File: config.mk
export PLATFORM = sky130hd
export DESIGN_NAME = sl_tx_scheduler_flat
export DESIGN_NICKNAME = d
export VERILOG_FILES = /design/src/rtl/sl_tx_scheduler_if.sv /design/src/rtl/sl_tx_scheduler.sv /design/src/flat_wrapper.sv
export SDC_FILE = /design/constraint.sdc
export NUM_CORES = 1
export LEC_CHECK = 0
export BUFFER_PORTS_ARGS = -buffer_cell sky130_fd_sc_hd__buf_4
export CAP_MARGIN = 30
export CORE_MARGIN = 3
export CORE_UTILIZATION = 55
export CTS_BUF_LIST = sky130_fd_sc_hd__clkbuf_4 sky130_fd_sc_hd__clkbuf_8
export CTS_CLUSTER_SIZE = 28
export DETAILED_ROUTE_END_ITERATION = 6
export PLACE_DENSITY = 0.88
export SKIP_LAST_GASP = 1
export SLEW_MARGIN = 20
export SYNTH_ARGS = -nofsm -noshare
export SYNTH_HDL_FRONTEND = slang
export SYNTH_SLANG_ARGS = --single-unit
File: constraint.sdc
create_clock -name clk -period 16.2 [get_ports clk]
set_clock_uncertainty 0.05 [all_clocks]
set_input_delay 4.86 -clock clk [delete_from_list [all_inputs] [get_ports clk]]
set_output_delay 4.86 -clock clk [all_outputs]
set_load 0.1 [all_outputs]
File: src/rtl/sl_tx_scheduler_if.sv
// Requester and transmitter register-port signals of the SL transmit scheduler.
// The scheduler takes the master side; the requesters and transmitter sit on the slave side.
interface sl_tx_scheduler_if #(
    parameter int NREQ = 4
);
    logic [NREQ-1:0]      req_valid;
    logic [32*NREQ-1:0]   req_data;
    logic [6*NREQ-1:0]    req_len;
    logic [3*NREQ-1:0]    req_freq;
    logic [NREQ-1:0]      req_ready;
    logic [NREQ-1:0]      req_done;
    logic [NREQ-1:0]      req_err;
    logic [31:0]          tx_d_in;
    logic                 tx_wr_en;
    logic                 tx_addr;
    logic [31:0]          tx_d_out;
    logic                 busy;
    logic [2:0]           grant_id;

    modport master (
        input  req_valid, req_data, req_len, req_freq, tx_d_out,
        output req_ready, req_done, req_err, tx_d_in, tx_wr_en, tx_addr, busy, grant_id
    );

    modport slave (
        output req_valid, req_data, req_len, req_freq, tx_d_out,
        input  req_ready, req_done, req_err, tx_d_in, tx_wr_en, tx_addr, busy, grant_id
    );
endinterface

File: src/rtl/sl_tx_scheduler.sv
// Round-robin scheduler sharing one SL transmitter among NREQ requesters: programs config
// (cached), writes data, polls status, acknowledges completion and reports done/err.
//
// state    | meaning
// S_IDLE   | no work, waiting for any req_valid
// S_ARB    | pick next requester, pulse req_ready, capture request
// S_CFG    | write config word (skipped on cache hit)
// S_DATA   | write message word, clear poll counter
// S_SETTLE | select status register, read data not yet valid
// S_POLL   | sample status until complete or timeout
// S_ACK    | write back captured status with complete flag cleared
// S_DONE   | pulse req_done for the owner
// S_ERR    | pulse req_err for the owner
module sl_tx_scheduler #(
    parameter int NREQ    = 4,
    parameter int TIMEOUT = 65535
) (
    input  logic               clk,
    input  logic               rst,
    sl_tx_scheduler_if.master  io_bus
);
    typedef enum logic [3:0] {
        S_IDLE, S_ARB, S_CFG, S_DATA, S_SETTLE, S_POLL, S_ACK, S_DONE, S_ERR
    } state_t;

    localparam logic [15:0] TO_CNT = 16'(TIMEOUT);

    state_t      r_state;
    state_t      w_next;
    logic [2:0]  r_last_grant;
    logic [2:0]  r_grant;
    logic [31:0] r_data;
    logic [5:0]  r_len;
    logic [2:0]  r_freq;
    logic [31:0] r_status;
    logic [15:0] r_cnt;
    logic        r_cache_vld;
    logic [5:0]  r_cache_len;
    logic [2:0]  r_cache_freq;

    logic [31:0] w_data_arr [8];
    logic [5:0]  w_len_arr  [8];
    logic [2:0]  w_freq_arr [8];
    logic [7:0]  w_valid8;
    logic        w_found;
    logic [2:0]  w_sel;
    logic [3:0]  w_sum;
    logic [31:0] w_sel_data;
    logic [5:0]  w_sel_len;
    logic [2:0]  w_sel_freq;
    logic        w_legal;
    logic        w_hit;
    logic        w_cmpl;
    logic [15:0] w_cnt_inc;
    logic        w_timeout;
    logic [7:0]  w_ready8;
    logic [7:0]  w_owner8;

    // Pad the per-requester slices out to 8 entries so a 3-bit index never runs off the end.
    for (genvar g = 0; g < 8; g++) begin : g_unpack
        if (g < NREQ) begin : g_used
            assign w_data_arr[g] = io_bus.req_data[32*g +: 32];
            assign w_len_arr[g]  = io_bus.req_len[6*g +: 6];
            assign w_freq_arr[g] = io_bus.req_freq[3*g +: 3];
            assign w_valid8[g]   = io_bus.req_valid[g];
        end else begin : g_unused
            assign w_data_arr[g] = '0;
            assign w_len_arr[g]  = '0;
            assign w_freq_arr[g] = '0;
            assign w_valid8[g]   = 1'b0;
        end
    end

    always_comb begin
        w_found = 1'b0;
        w_sel   = '0;
        w_sum   = '0;
        for (int k = 1; k <= NREQ; k++) begin
            w_sum = {1'b0, r_last_grant} + 4'(k);
            if (w_sum >= 4'(NREQ)) begin
                w_sum = w_sum - 4'(NREQ);
            end
            if (!w_found && w_valid8[w_sum[2:0]]) begin
                w_found = 1'b1;
                w_sel   = w_sum[2:0];
            end
        end
    end

    assign w_sel_data = w_data_arr[w_sel];
    assign w_sel_len  = w_len_arr[w_sel];
    assign w_sel_freq = w_freq_arr[w_sel];
    assign w_legal    = !w_sel_len[0] && (w_sel_len >= 6'd8) && (w_sel_len <= 6'd32)
                        && (w_sel_freq <= 3'd5);
    assign w_hit      = r_cache_vld && (w_sel_len == r_cache_len) && (w_sel_freq == r_cache_freq);
    assign w_cmpl     = io_bus.tx_d_out[24] && !io_bus.tx_d_out[16];
    assign w_cnt_inc  = (r_cnt == 16'hFFFF) ? r_cnt : r_cnt + 16'd1;
    assign w_timeout  = (w_cnt_inc == TO_CNT);
    assign w_ready8   = 8'd1 << w_sel;
    assign w_owner8   = 8'd1 << r_grant;

    always_ff @(posedge clk or posedge rst) begin
        if (rst) begin
            r_state <= S_IDLE;
        end else begin
            r_state <= w_next;
        end
    end

    always_comb begin
        w_next          = r_state;
        io_bus.req_ready = '0;
        io_bus.req_done  = '0;
        io_bus.req_err   = '0;
        io_bus.tx_d_in   = '0;
        io_bus.tx_wr_en  = 1'b0;
        io_bus.tx_addr   = 1'b0;
        io_bus.busy      = (r_state != S_IDLE);
        io_bus.grant_id  = r_grant;
        case (r_state)
            S_IDLE: begin
                if (|io_bus.req_valid) begin
                    w_next = S_ARB;
                end
            end
            S_ARB: begin
                if (!w_found) begin
                    w_next = S_IDLE;
                end else begin
                    io_bus.req_ready = w_ready8[NREQ-1:0];
                    io_bus.grant_id  = w_sel;
                    if (!w_legal) begin
                        w_next = S_ERR;
                    end else if (w_hit) begin
                        w_next = S_DATA;
                    end else begin
                        w_next = S_CFG;
                    end
                end
            end
            S_CFG: begin
                io_bus.tx_wr_en = 1'b1;
                io_bus.tx_addr  = 1'b1;
                io_bus.tx_d_in  = {22'd0, r_freq, 1'b0, r_len};
                w_next          = S_DATA;
            end
            S_DATA: begin
                io_bus.tx_wr_en = 1'b1;
                io_bus.tx_d_in  = r_data;
                w_next          = S_SETTLE;
            end
            S_SETTLE: begin
                io_bus.tx_addr = 1'b1;
                w_next         = S_POLL;
            end
            S_POLL: begin
                io_bus.tx_addr = 1'b1;
                if (w_cmpl) begin
                    w_next = S_ACK;
                end else if (w_timeout) begin
                    w_next = S_ERR;
                end
            end
            S_ACK: begin
                io_bus.tx_wr_en = 1'b1;
                io_bus.tx_addr  = 1'b1;
                io_bus.tx_d_in  = {r_status[31:25], 1'b0, r_status[23:0]};
                w_next          = S_DONE;
            end
            S_DONE: begin
                io_bus.req_done = w_owner8[NREQ-1:0];
                w_next          = S_IDLE;
            end
            S_ERR: begin
                io_bus.req_err = w_owner8[NREQ-1:0];
                w_next         = S_IDLE;
            end
            default: w_next = S_IDLE;
        endcase
    end

    always_ff @(posedge clk or posedge rst) begin
        if (rst) begin
            r_last_grant <= 3'(NREQ - 1);
            r_grant      <= '0;
            r_data       <= '0;
            r_len        <= '0;
            r_freq       <= '0;
            r_status     <= '0;
            r_cnt        <= '0;
            r_cache_vld  <= 1'b0;
            r_cache_len  <= '0;
            r_cache_freq <= '0;
        end else begin
            case (r_state)
                S_ARB: begin
                    if (w_found) begin
                        r_last_grant <= w_sel;
                        r_grant      <= w_sel;
                        r_data       <= w_sel_data;
                        r_len        <= w_sel_len;
                        r_freq       <= w_sel_freq;
                    end
                end
                S_CFG: begin
                    r_cache_vld  <= 1'b1;
                    r_cache_len  <= r_len;
                    r_cache_freq <= r_freq;
                end
                S_DATA: r_cnt <= '0;
                S_POLL: begin
                    r_cnt    <= w_cnt_inc;
                    r_status <= io_bus.tx_d_out;
                    // An abandoned message leaves the transmitter in an unknown state.
                    if (!w_cmpl && w_timeout) begin
                        r_cache_vld <= 1'b0;
                    end
                end
                default: ;
            endcase
        end
    end
endmodule
File: src/flat_wrapper.sv
// flat-port wrapper written by rule: the top's interface ports become plain ports
module sl_tx_scheduler_flat 
#(
    parameter int NREQ    = 4,
    parameter int TIMEOUT = 65535
)
  (clk, rst, io_bus_req_valid, io_bus_req_data, io_bus_req_len, io_bus_req_freq, io_bus_tx_d_out, io_bus_req_ready, io_bus_req_done, io_bus_req_err, io_bus_tx_d_in, io_bus_tx_wr_en, io_bus_tx_addr, io_bus_busy, io_bus_grant_id);
  sl_tx_scheduler_if #(.NREQ(NREQ)) io_bus_i ();
  input  logic clk;
  input  logic rst;
  input wire logic [$bits(io_bus_i.req_valid)-1:0] io_bus_req_valid;
  input wire logic [$bits(io_bus_i.req_data)-1:0] io_bus_req_data;
  input wire logic [$bits(io_bus_i.req_len)-1:0] io_bus_req_len;
  input wire logic [$bits(io_bus_i.req_freq)-1:0] io_bus_req_freq;
  input wire logic [$bits(io_bus_i.tx_d_out)-1:0] io_bus_tx_d_out;
  output wire logic [$bits(io_bus_i.req_ready)-1:0] io_bus_req_ready;
  output wire logic [$bits(io_bus_i.req_done)-1:0] io_bus_req_done;
  output wire logic [$bits(io_bus_i.req_err)-1:0] io_bus_req_err;
  output wire logic [$bits(io_bus_i.tx_d_in)-1:0] io_bus_tx_d_in;
  output wire logic [$bits(io_bus_i.tx_wr_en)-1:0] io_bus_tx_wr_en;
  output wire logic [$bits(io_bus_i.tx_addr)-1:0] io_bus_tx_addr;
  output wire logic [$bits(io_bus_i.busy)-1:0] io_bus_busy;
  output wire logic [$bits(io_bus_i.grant_id)-1:0] io_bus_grant_id;
  assign io_bus_i.req_valid = io_bus_req_valid;
  assign io_bus_i.req_data = io_bus_req_data;
  assign io_bus_i.req_len = io_bus_req_len;
  assign io_bus_i.req_freq = io_bus_req_freq;
  assign io_bus_i.tx_d_out = io_bus_tx_d_out;
  assign io_bus_req_ready = io_bus_i.req_ready;
  assign io_bus_req_done = io_bus_i.req_done;
  assign io_bus_req_err = io_bus_i.req_err;
  assign io_bus_tx_d_in = io_bus_i.tx_d_in;
  assign io_bus_tx_wr_en = io_bus_i.tx_wr_en;
  assign io_bus_tx_addr = io_bus_i.tx_addr;
  assign io_bus_busy = io_bus_i.busy;
  assign io_bus_grant_id = io_bus_i.grant_id;
  sl_tx_scheduler #(.NREQ(NREQ), .TIMEOUT(TIMEOUT)) u_core (.clk(clk), .rst(rst), .io_bus(io_bus_i));
endmodule
==> Yosys cells after proc, flatten, opt, wreduce, memory -nomap -nowiden <==
Cells that the tools add are included.
{ "word_totals": {"register_bits": 109, "latch_bits": 0, "ramBits": 0, "rom_bits": 0, "memories": 0} }
{ "op_classes": {"addsub": 9, "n_mul": 0, "div_mod_pow": 0, "order_cmp": 12, "n_eq_ne": 15, "shift": 2, "muxes": 49, "bitwise": 1, "reduce_logical": 26} }
{ "ops": {"columns": ["op", "n"], "rows": [
  ["$bmux 32 s3", 1],
  ["$pmux 32 s3", 1],
  ["$mux 32", 2],
  ["$mux 3", 12],
  ["$mux 4", 9],
  ["$eq 16x16->1 const B", 2],
  ["$pmux 16 s2", 1],
  ["$pmux 4 s7", 1],
  ["$bmux 6 s3", 1],
  ["$add 16x1->16 const B", 1],
  ["$eq 4x3->1 const B", 4],
  ["$ge 4x3->1 const B", 4],
  ["$lt 3x4->1 const B", 4],
  ["$mux 16", 1],
  ["$bmux 1 s3", 4],
  ["$mux 1", 12],
  ["$mux 6", 2],
  ["$sub 3x3->3 const B", 4],
  ["$logic_and 1x1->1", 10],
  ["$bmux 3 s3", 1],
  ["$add 3x2->4 const B", 2],
  ["$eq 4x2->1 const B", 2],
  ["$reduce_or 4->1", 2],
  ["$shl 1x3->4 const A", 2],
  ["other kinds (20)", 29]
]} }

==> Depth between registers and ports, before layout <==
Gate-level depths: netlist of the first run.
{ "depth": {"ltp_word": 26, "mapped_depth": 19, "depth_no_buf": 12} }

==> Worst setup path before layout of the first run <==
No wires, ideal clock.
{ "synth_path": {"path_type": "in2out", "from": "in io_bus_req_valid[0]", "to": "out io_bus_req_ready[1]", "arrival_time_ns": 8.896, "slack_ns": 2.394, "stages": 10, "path_buffers": 4, "path_cell_list": "mux4_2 -> o31a_2 -> and3_1 -> a311o_1 -> and2_1 -> buf_6 -> buf_6 -> clkbuf_1 -> clkbuf_1 -> nor3_1"} }
{ "synth_via": {"elab_chain_len": 15, "word_cells_on_any_way": 25} }
{ "synth_lines": {"columns": ["item", "line_no", "text"], "rows": [
  ["start, declared", "flat_wrapper.sv:11", "input wire logic [$bits(io_bus_i.req_valid)-1:0] io_bus_req_valid;"],
  ["$bmux 1 s3", "sl_tx_scheduler.sv:83", "if (!w_found && w_valid8[w_sum[2:0]]) begin"],
  ["$mux 1 (not written as such)", "sl_tx_scheduler.sv:83", null],
  ["$mux 1", "sl_tx_scheduler.sv:83", null],
  ["$logic_not 1->1", "sl_tx_scheduler.sv:83", null],
  ["$logic_and 1x1->1", "sl_tx_scheduler.sv:83", null],
  ["$mux 1", "sl_tx_scheduler.sv:83", null],
  ["$logic_not 1->1", "sl_tx_scheduler.sv:83", null],
  ["$logic_and 1x1->1", "sl_tx_scheduler.sv:83", null],
  ["$mux 1", "sl_tx_scheduler.sv:83", null],
  ["$logic_not 1->1", "sl_tx_scheduler.sv:83", null],
  ["$logic_and 1x1->1", "sl_tx_scheduler.sv:83", null],
  ["$mux 3", "sl_tx_scheduler.sv:83", null],
  ["$shl 1x3->4", "sl_tx_scheduler.sv:99", "assign w_ready8 = 8'd1 << w_sel;"],
  ["$mux 4 (*)", "sl_tx_scheduler.sv:127", "if (!w_found) begin"],
  ["$mux 4 (*)", "sl_tx_scheduler.sv:120", "case (r_state)"],
  ["end, declared", "flat_wrapper.sv:16", "output wire logic [$bits(io_bus_i.req_ready)-1:0] io_bus_req_ready;"]
]} }
Mark *: on every way between the ends. The rest lies on a longest branch, timed or not. The select of a mux whose other input is x is not followed.

==> Worst setup path after layout of the first run <==
{ "layout_path": {"from": "in io_bus_req_valid[3]", "to": "out io_bus_grant_id[0]"} }
{ "layout_via": {"elab_chain_len": 14, "word_cells_on_any_way": 24} }
{ "layout_lines": {"columns": ["item", "line_no", "text"], "rows": [
  ["$bmux 1 s3", "sl_tx_scheduler.sv:83", null],
  ["$mux 1 (not written as such)", "sl_tx_scheduler.sv:83", null],
  ["$mux 1", "sl_tx_scheduler.sv:83", null],
  ["$logic_not 1->1", "sl_tx_scheduler.sv:83", null],
  ["$logic_and 1x1->1", "sl_tx_scheduler.sv:83", null],
  ["$mux 1", "sl_tx_scheduler.sv:83", null],
  ["$logic_not 1->1", "sl_tx_scheduler.sv:83", null],
  ["$logic_and 1x1->1", "sl_tx_scheduler.sv:83", null],
  ["$mux 1", "sl_tx_scheduler.sv:83", null],
  ["$logic_not 1->1", "sl_tx_scheduler.sv:83", null],
  ["$logic_and 1x1->1", "sl_tx_scheduler.sv:83", null],
  ["$mux 3 / $mux 1 (equally long branches)", "sl_tx_scheduler.sv:83", null],
  ["$mux 3 (*)", "sl_tx_scheduler.sv:127", null],
  ["$mux 3 (*)", "sl_tx_scheduler.sv:120", null],
  ["end, declared", "flat_wrapper.sv:23", "output wire logic [$bits(io_bus_i.grant_id)-1:0] io_bus_grant_id;"]
]} }
Marked as above.

==> results.yml, run 1 <==
final_layout:
  drive_above_1_share_pct: 25.5
  post-route-util_pct: 74.8
  fill_cells: 1022
  synthToLayoutAreaGrowth_pct: 30.1
  final_common_cell: "nand2_1"
  diodes: 0
  final_cells: 1345
  multi_input_area_mm2: 0.00402
  final_cell_mix: "369 x nand2_1, 261 x buf_4, 106 x dfrtp_1"
  fin_nets: 1377
  seq_area_mm2: 0.00271
global_route:
  grt_pass1_wl_mm: 35.5
  antenna_found_initial: 0
  grt_pass1_vias: 7181
  grt_max_degree: 87
  grt.overflow.total: 0
  track_usage_pct: 30.7
routing:
  avgRoutedWirePerCell_um: 16.7
  dr.pass1.iters: 7
  drt-initial-drc-count: 816
  routed_via_density: 5.68
  drc: 0
  routed_wl_mm: 22.4
  vias: 7645
  antenna_left: 0
cts:
  numCtsBuffers: 9
  clkTransAtPathRegs_ns: 0.10
  tritoncts: "done"
  cts_resized: 0
  cts_sinks: 108
  htreeDepth: 3
  post_cts_buffers: 0
  ctsLongestPathBuffers: 2
  ctsRootBufferMaster: "clkbuf_8"
  ctsHoldBuffers: 0
  insertion_delay_ns: 0.37
power_and_ir_drop:
  p_switching_mw: 1.12
  power.total_mw: 2.03
  power.density_mw_per_mm2: 221
  switching_share_pct: 55.1
  ir_drop_v: 0.000157
  seqPwrFrac_pct: 24.2
  p_clk_share_pct: 8.7
  p_int_mw: 0.911
  power_frac_comb_pct: 67.1
  power_leakage_nw: 4.65
yosys:
  syn-num-nets: 1172
  synth_top_area_cell: "dfrtp_1"
  ys_ff_latch: 108
  yosys_warnings: 0
  synth_cell_types: 64
  synth_top_area_share_pct: 37.6
  avgSynthCellArea_um2: 7.29
  synth_edf_count: 0
  synthArstFlopShare_pct: 100
  netlist_area_mm2: 0.00705
  syn_inst: 967
  ys_seq_area_share_pct: 38.4
  synth_area_leaders: "dfrtp_1 38%, nand2_1 20%, o21ai_0 6.2%"
  synth_flop_cell: "dfrtp_1"
placement:
  hpwl_mm: 16.6
  pre_cts_ws_ns: 3.32
  port_buffers: 251
  place_inst: 1329
  place.gp.congestion: 0.922
worst_setup_path:
  cpLargestDelayFamily: "buffers and inverters"
  path_class: "in -> out"
  cpMostUsedCell: "buf_4"
  cp-end-kind: "primary output"
  crit_path_start_kind: "primary input"
  r2r-start: "u_core.r_last_grant[0]"
  arrival_ns: 7.97
  cpPeakStageDelay_ns: 0.62
  slowest_stage: "buf_4"
  crit_required_ns: 11.29
  crit_buf_inv: 4
  crit_start: "io_bus_req_valid[3]"
  crit_path_cell_trace: "buf_4, mux2i_1, nor2_1, a21oi_1, nand2_1, o211ai_1, buf_4, clkinv_1, and2_1, a21oi_1, buf_4"
  critPathMaxFanout: 86
floorplan:
  initial_core_util_pct: 57.5
  die_area_mm2: 0.0142
  io_pins: 252
  rows: 40
  core_area_mm2: 0.0123
  die_h_um: 119
  die_width_um: 119
timing:
  fmax_mhz: 77.6
  worst_pin_slew_ns: 0.789
  finalSetupTns_ns: 0
  fin_crit_sh_pct: 79.5
  rsz0062_at_grt: "no"
  hold_violations: 0
  finalSetupViolations: 0
  min_period_ns: 12.88
  slew_violations: 0
  worst_slack_ns: 3.32
  maxSlewHeadroom_pct: 47.4
min_path:
  hold_start: "u_core.r_status[26]"
  min_path_type: "reg -> reg"
run_status:
  outcome: "complete, no violations"
job:
  max_cap_viol_count: 0
==> worst min-delay path, delay by kind of cell (launching register included) <==
kind	cells	cell delay (ns)
flip-flops	1	0.36
AND/OR/NAND/NOR	2	0.10
==> routing by layer <==
metal	global-route usage, %	routed length (um)	up-vias
li1	-	-	3712
met4	10.7	783	0
met1	38.1	8870	3556
met5	0	0	-
met2	53.9	11300	323
met3	5.13	1470	54
==> sequential cells by signal, indices dropped and copies added, names as in the netlist <==
register,count
u_core.r_cache_len,6
u_core.r_data,32
u_core.r_cache_freq,3
u_core.r_state,4
u_core.r_len,6
u_core.r_last_grant,3
u_core.r_cache_vld,1
u_core.r_grant,3
u_core.r_cnt,16
u_core.r_freq,3
u_core.r_status,31
==> cells by family after synthesis <==
kind of cell | synth area share [%]
xor gates and xnor gates | 1.49
DFF | 38.4
adders and majority gates | 0.533
and+or+nand+nor | 32.0
AOI/OAI and AO/OA | 18.8
buffers and inverters | 4.85
muxes | 3.91
==> through the flow <==
stage | area (um^2) | hold WS [ns]
5_1_grt | 9170 | 0.462
3_5_place_dp | 8950 | 0.413
3_3_place_gp | 8950 | 0.407
4_1_cts | 9170 | 0.438
6_report | 9170 | 0.435
2_1_floorplan | 7050 | 0.392
==> area by class of cell <==
cell class / count / share of cell area [%]
clock inverters: 6 / 0.874
inverters: 14 / 0.601
multi-input cells: 778 / 43.8
repair buffers: 261 / 21.4
clock buffers: 10 / 1.50
well taps: 168 / 2.29
flip-flops and latches: 108 / 29.5
==> cell usage after synthesis, types with 3 or more instances <==
master and number:
a311oi_1 4, or3_1 14, buf_1 9, o31ai_1 5
and2_1 8, dfrtp_1 106, xor2_1 6, o21ai_0 88
a22o_1 24, o211ai_1 7, xnor2_1 6, o32ai_1 5
clkbuf_1 48, nand4_1 6, nand2_1 370, and3_1 6
nor2_1 40, nand3_1 47, a221oi_1 5, nand2b_1 10
ha_1 3, a21o_1 7, buf_6 4, a22oi_1 10
buf_2 6, inv_1 13, a21oi_1 20, mux2i_1 17
nor3_1 18, a31oi_1 7, mux2_2 5
==> final timing paths <==
kind | endpoint | slack [ns] | cells after the start
setup / recovery | io_bus_grant_id[0] | 3.32 | 11
hold / removal | u_core.r_status[26] | 0.43 | 2
setup reg to reg | u_core.r_state[0] | 10.43 | 13
hold reg to reg | u_core.r_status[26] | 0.43 | 2
max in group asynchronous | u_core.r_cache_vld | 10.42 | 3
min in group asynchronous | u_core.r_status[29] | 4.49 | 2
==> power by group through the flow <==
stage	registers [mW]	logic [mW]	clock network, mW
after floorplan	0.443	1.11	0
after global placement	0.488	1.33	0
after detailed placement	0.493	1.35	0
after CTS	0.488	1.36	0.179
after global routing	0.505	1.51	0.188
final	0.491	1.36	0.177
Note: power is estimated with default switching activity, not from simulation.
==> run 2: changes to the inputs <==
--- a/config.mk
+++ b/config.mk
@@ -5,14 +5,15 @@
 export SDC_FILE = /design/constraint.sdc
 export NUM_CORES = 1
 export LEC_CHECK = 0
+export ABC_AREA = 1
 export BUFFER_PORTS_ARGS = -buffer_cell sky130_fd_sc_hd__buf_4
 export CAP_MARGIN = 30
 export CORE_MARGIN = 3
-export CORE_UTILIZATION = 55
+export CORE_UTILIZATION = 46
 export CTS_BUF_LIST = sky130_fd_sc_hd__clkbuf_4 sky130_fd_sc_hd__clkbuf_8
 export CTS_CLUSTER_SIZE = 28
 export DETAILED_ROUTE_END_ITERATION = 6
-export PLACE_DENSITY = 0.88
+export PLACE_DENSITY = 0.8
 export SKIP_LAST_GASP = 1
 export SLEW_MARGIN = 20
 export SYNTH_ARGS = -nofsm -noshare
==> constraint.sdc (replaced) <==
create_clock -name clk -period 10.35 [get_ports clk]
set_clock_uncertainty 0.05 [all_clocks]
set_input_delay 3.105 -clock clk [delete_from_list [all_inputs] [get_ports clk]]
set_output_delay 3.105 -clock clk [all_outputs]
set_load 0.1 [all_outputs]
==> results.yml, run 2 <==
floorplan:
  rows: 43
  core_area_mm2: 0.0139
  die_h_um: 126
  initial_core_util_pct: 47.2
  io_pins: 252
  die_width_um: 126
  die_area_mm2: 0.0158
timing:
  fmax_mhz: 111
  worst_pin_slew_ns: 0.784
  fin_crit_sh_pct: 86.7
  whs_ns: 0.442
  maxSlewHeadroom_pct: 47.6
  finalSetupViolations: 0
  slew_violations: 0
  min_period_ns: 8.97
  rsz0062_at_grt: "no"
  hold_violations: 0
  finalSetupTns_ns: 0
worst_setup_path:
  cp-end-kind: "primary output"
  crit_required_ns: 7.20
  arrival_ns: 5.82
  reg2reg_slack_ns: 6.61
  critPathMaxFanout: 31
  crit_path_start_kind: "primary input"
  ff2ff_path_depth: 11
  r2r-start: "u_core.r_last_grant[0]"
  r2r-end: "u_core.r_data[31]"
  crit_start: "io_bus_req_valid[2]"
  crit_end: "io_bus_req_ready[1]"
  path_class: "in -> out"
global_route:
  antenna_found_initial: 0
  use_met1_pct: 37.0
  grt_use_met2_pct: 46.5
  grt_pass1_wl_mm: 35.9
  grtUsageMet3_pct: 6.36
  track_usage_pct: 28.3
  grt.overflow.total: 0
  top_usage_layer: "met2"
  grt_max_degree: 52
  grt_pass1_vias: 7050
final_layout:
  final_common_cell: "nand2_1"
  multi_input_area_mm2: 0.00331
  synthToLayoutAreaGrowth_pct: 34.4
  drive_above_1_share_pct: 26.5
  diodes: 0
  final_cell_mix: "350 x nand2_1, 259 x buf_4, 106 x dfrtp_1"
  fin_nets: 1383
  regMostFlops: "u_core.r_data"
  post-route-util_pct: 63.5
  fill_cells: 1296
  seq_area_mm2: 0.00271
  largest_reg_flops: 32
  reg.largest.list: "u_core.r_data x32, u_core.r_status x31, u_core.r_cnt x16"
power_and_ir_drop:
  switching_share_pct: 40.8
  p_clk_share_pct: 20.8
  power.density_mw_per_mm2: 138
  power_frac_comb_pct: 35.3
  power.total_mw: 1.22
  power_leakage_nw: 4.57
  p_switching_mw: 0.496
  p_int_mw: 0.721
  ir_drop_v: 0.0000796
  seqPwrFrac_pct: 44.0
placement:
  port_buffers: 251
  hpwl_mm: 17.6
  place.gp.congestion: 0.895
routing:
  drc: 0
  dr.pass1.iters: 6
  routed_via_density: 5.41
  routed_wl_mm: 22.7
  antenna_left: 0
  avgRoutedWirePerCell_um: 16.7
  vias: 7379
  drt-initial-drc-count: 763
cts:
  htreeDepth: 3
  numCtsBuffers: 9
  ctsLongestPathBuffers: 2
  cts_sinks: 108
  cts_resized: 0
  ctsHoldBuffers: 0
  ctsRootBufferMaster: "clkbuf_8"
  tritoncts: "done"
  clkTransAtPathRegs_ns: 0.11
  post_cts_buffers: 0
  insertion_delay_ns: 0.39
yosys:
  synth_area_leaders: "dfrtp_1 40%, nand2_1 20%, nand3_1 6.2%"
  syn_inst: 950
  ys_seq_area_share_pct: 41.1
  synth_flop_cell: "dfrtp_1"
  ys_ff_latch: 108
  synth_top_area_share_pct: 40.3
  avgSynthCellArea_um2: 6.93
  synthTopCellsByCount: "350 x nand2_1, 106 x dfrtp_1, 87 x inv_1, 82 x nand3_1, 72 x o21ai_0"
  synth_top_area_cell: "dfrtp_1"
  netlist_area_mm2: 0.00658
  synth_edf_count: 0
  synth_most_common_cell: "nand2_1"
  synth_cell_types: 39
  synthArstFlopShare_pct: 100
  yosys_warnings: 0
  syn-num-nets: 1155
job:
  max_cap_viol_count: 0
min_path:
  min_path_type: "reg -> reg"
run_status:
  outcome: "complete, no violations"
==> run 2: changes by cell type in the layout (fill, tap and decap cells not counted), sizes merged, moves of 10 or more <==
cell	before	now
a22o	24	0
inv	15	95
mux2i	17	0
nand2b	10	0
nand3	47	85
nand4	6	22
nor2	41	60
nor3	18	5
o21ai	88	73
or3	14	0
==> run 2: how the worst min path moves through the flow <==
stage,startpoint,to,cells past startpoint
floorplan,u_core.r_status[0],u_core.r_status[0],2
global placement,u_core.r_status[6],u_core.r_status[6],2
detailed placement,u_core.r_status[17],u_core.r_status[17],2
CTS,u_core.r_status[17],u_core.r_status[17],2
global route,u_core.r_status[3],u_core.r_status[3],2
finish,u_core.r_status[17],u_core.r_status[17],2
==> run 2: final cells by class <==
type                            count  share of cell area, %
Sequential cell                   108                   30.6
Clock buffer                        9                   1.40
Multi-Input combinational cell    701                   37.4
Tap cell                          180                   2.55
Inverter                           94                   4.08
Timing Repair Buffer              264                   23.3
Clock inverter                      7                  0.679
==> run 2: kinds of logic after synthesis <==
family | share of synthesized area [%]
buffers and inverters | 8.84
xor gates and xnor gates | 0.798
and+or+nand+nor | 34.5
adders and majority gates | 0.570
AOI/OAI and AO/OA | 14.2
DFF | 41.1
==> run 2: through the flow <==
step | area (um^2) | setup WS, ns | std cells
floorplan | 6580 | 0.885 | 950
global placement | 8550 | 1.52 | 1342
detailed placement | 8660 | 1.39 | 1347
CTS | 8840 | 1.38 | 1363
global route | 8840 | 1.14 | 1363
finish | 8840 | 1.38 | 1363
==> run 2: critical path, cell delays in order <==
cell and delay (ns):
buf_4 0.10, nand2_1 0.06, nand3_1 0.12, nand3_2 0.14, nand2_1 0.11, nor2_2 0.06
a21oi_4 0.63, clkinv_1 0.84, nor2_1 0.31, buf_4 0.33
==> run 2: power groups by stage <==
stage	registers, mW	clock network (mW)	logic [mW]
6_report	0.536	0.253	0.429
5_1_grt	0.543	0.272	0.470
4_1_cts	0.534	0.254	0.430
3_5_place_dp	0.539	0	0.431
3_3_place_gp	0.540	0	0.419
2_1_floorplan	0.530	0	0.283
==> run 2: layer usage <==
metal	vias up	wire (um)
li1	3565	-
met1	3440	9280
met2	323	11000
met3	51	1690
met4	0	740
met5	-	0
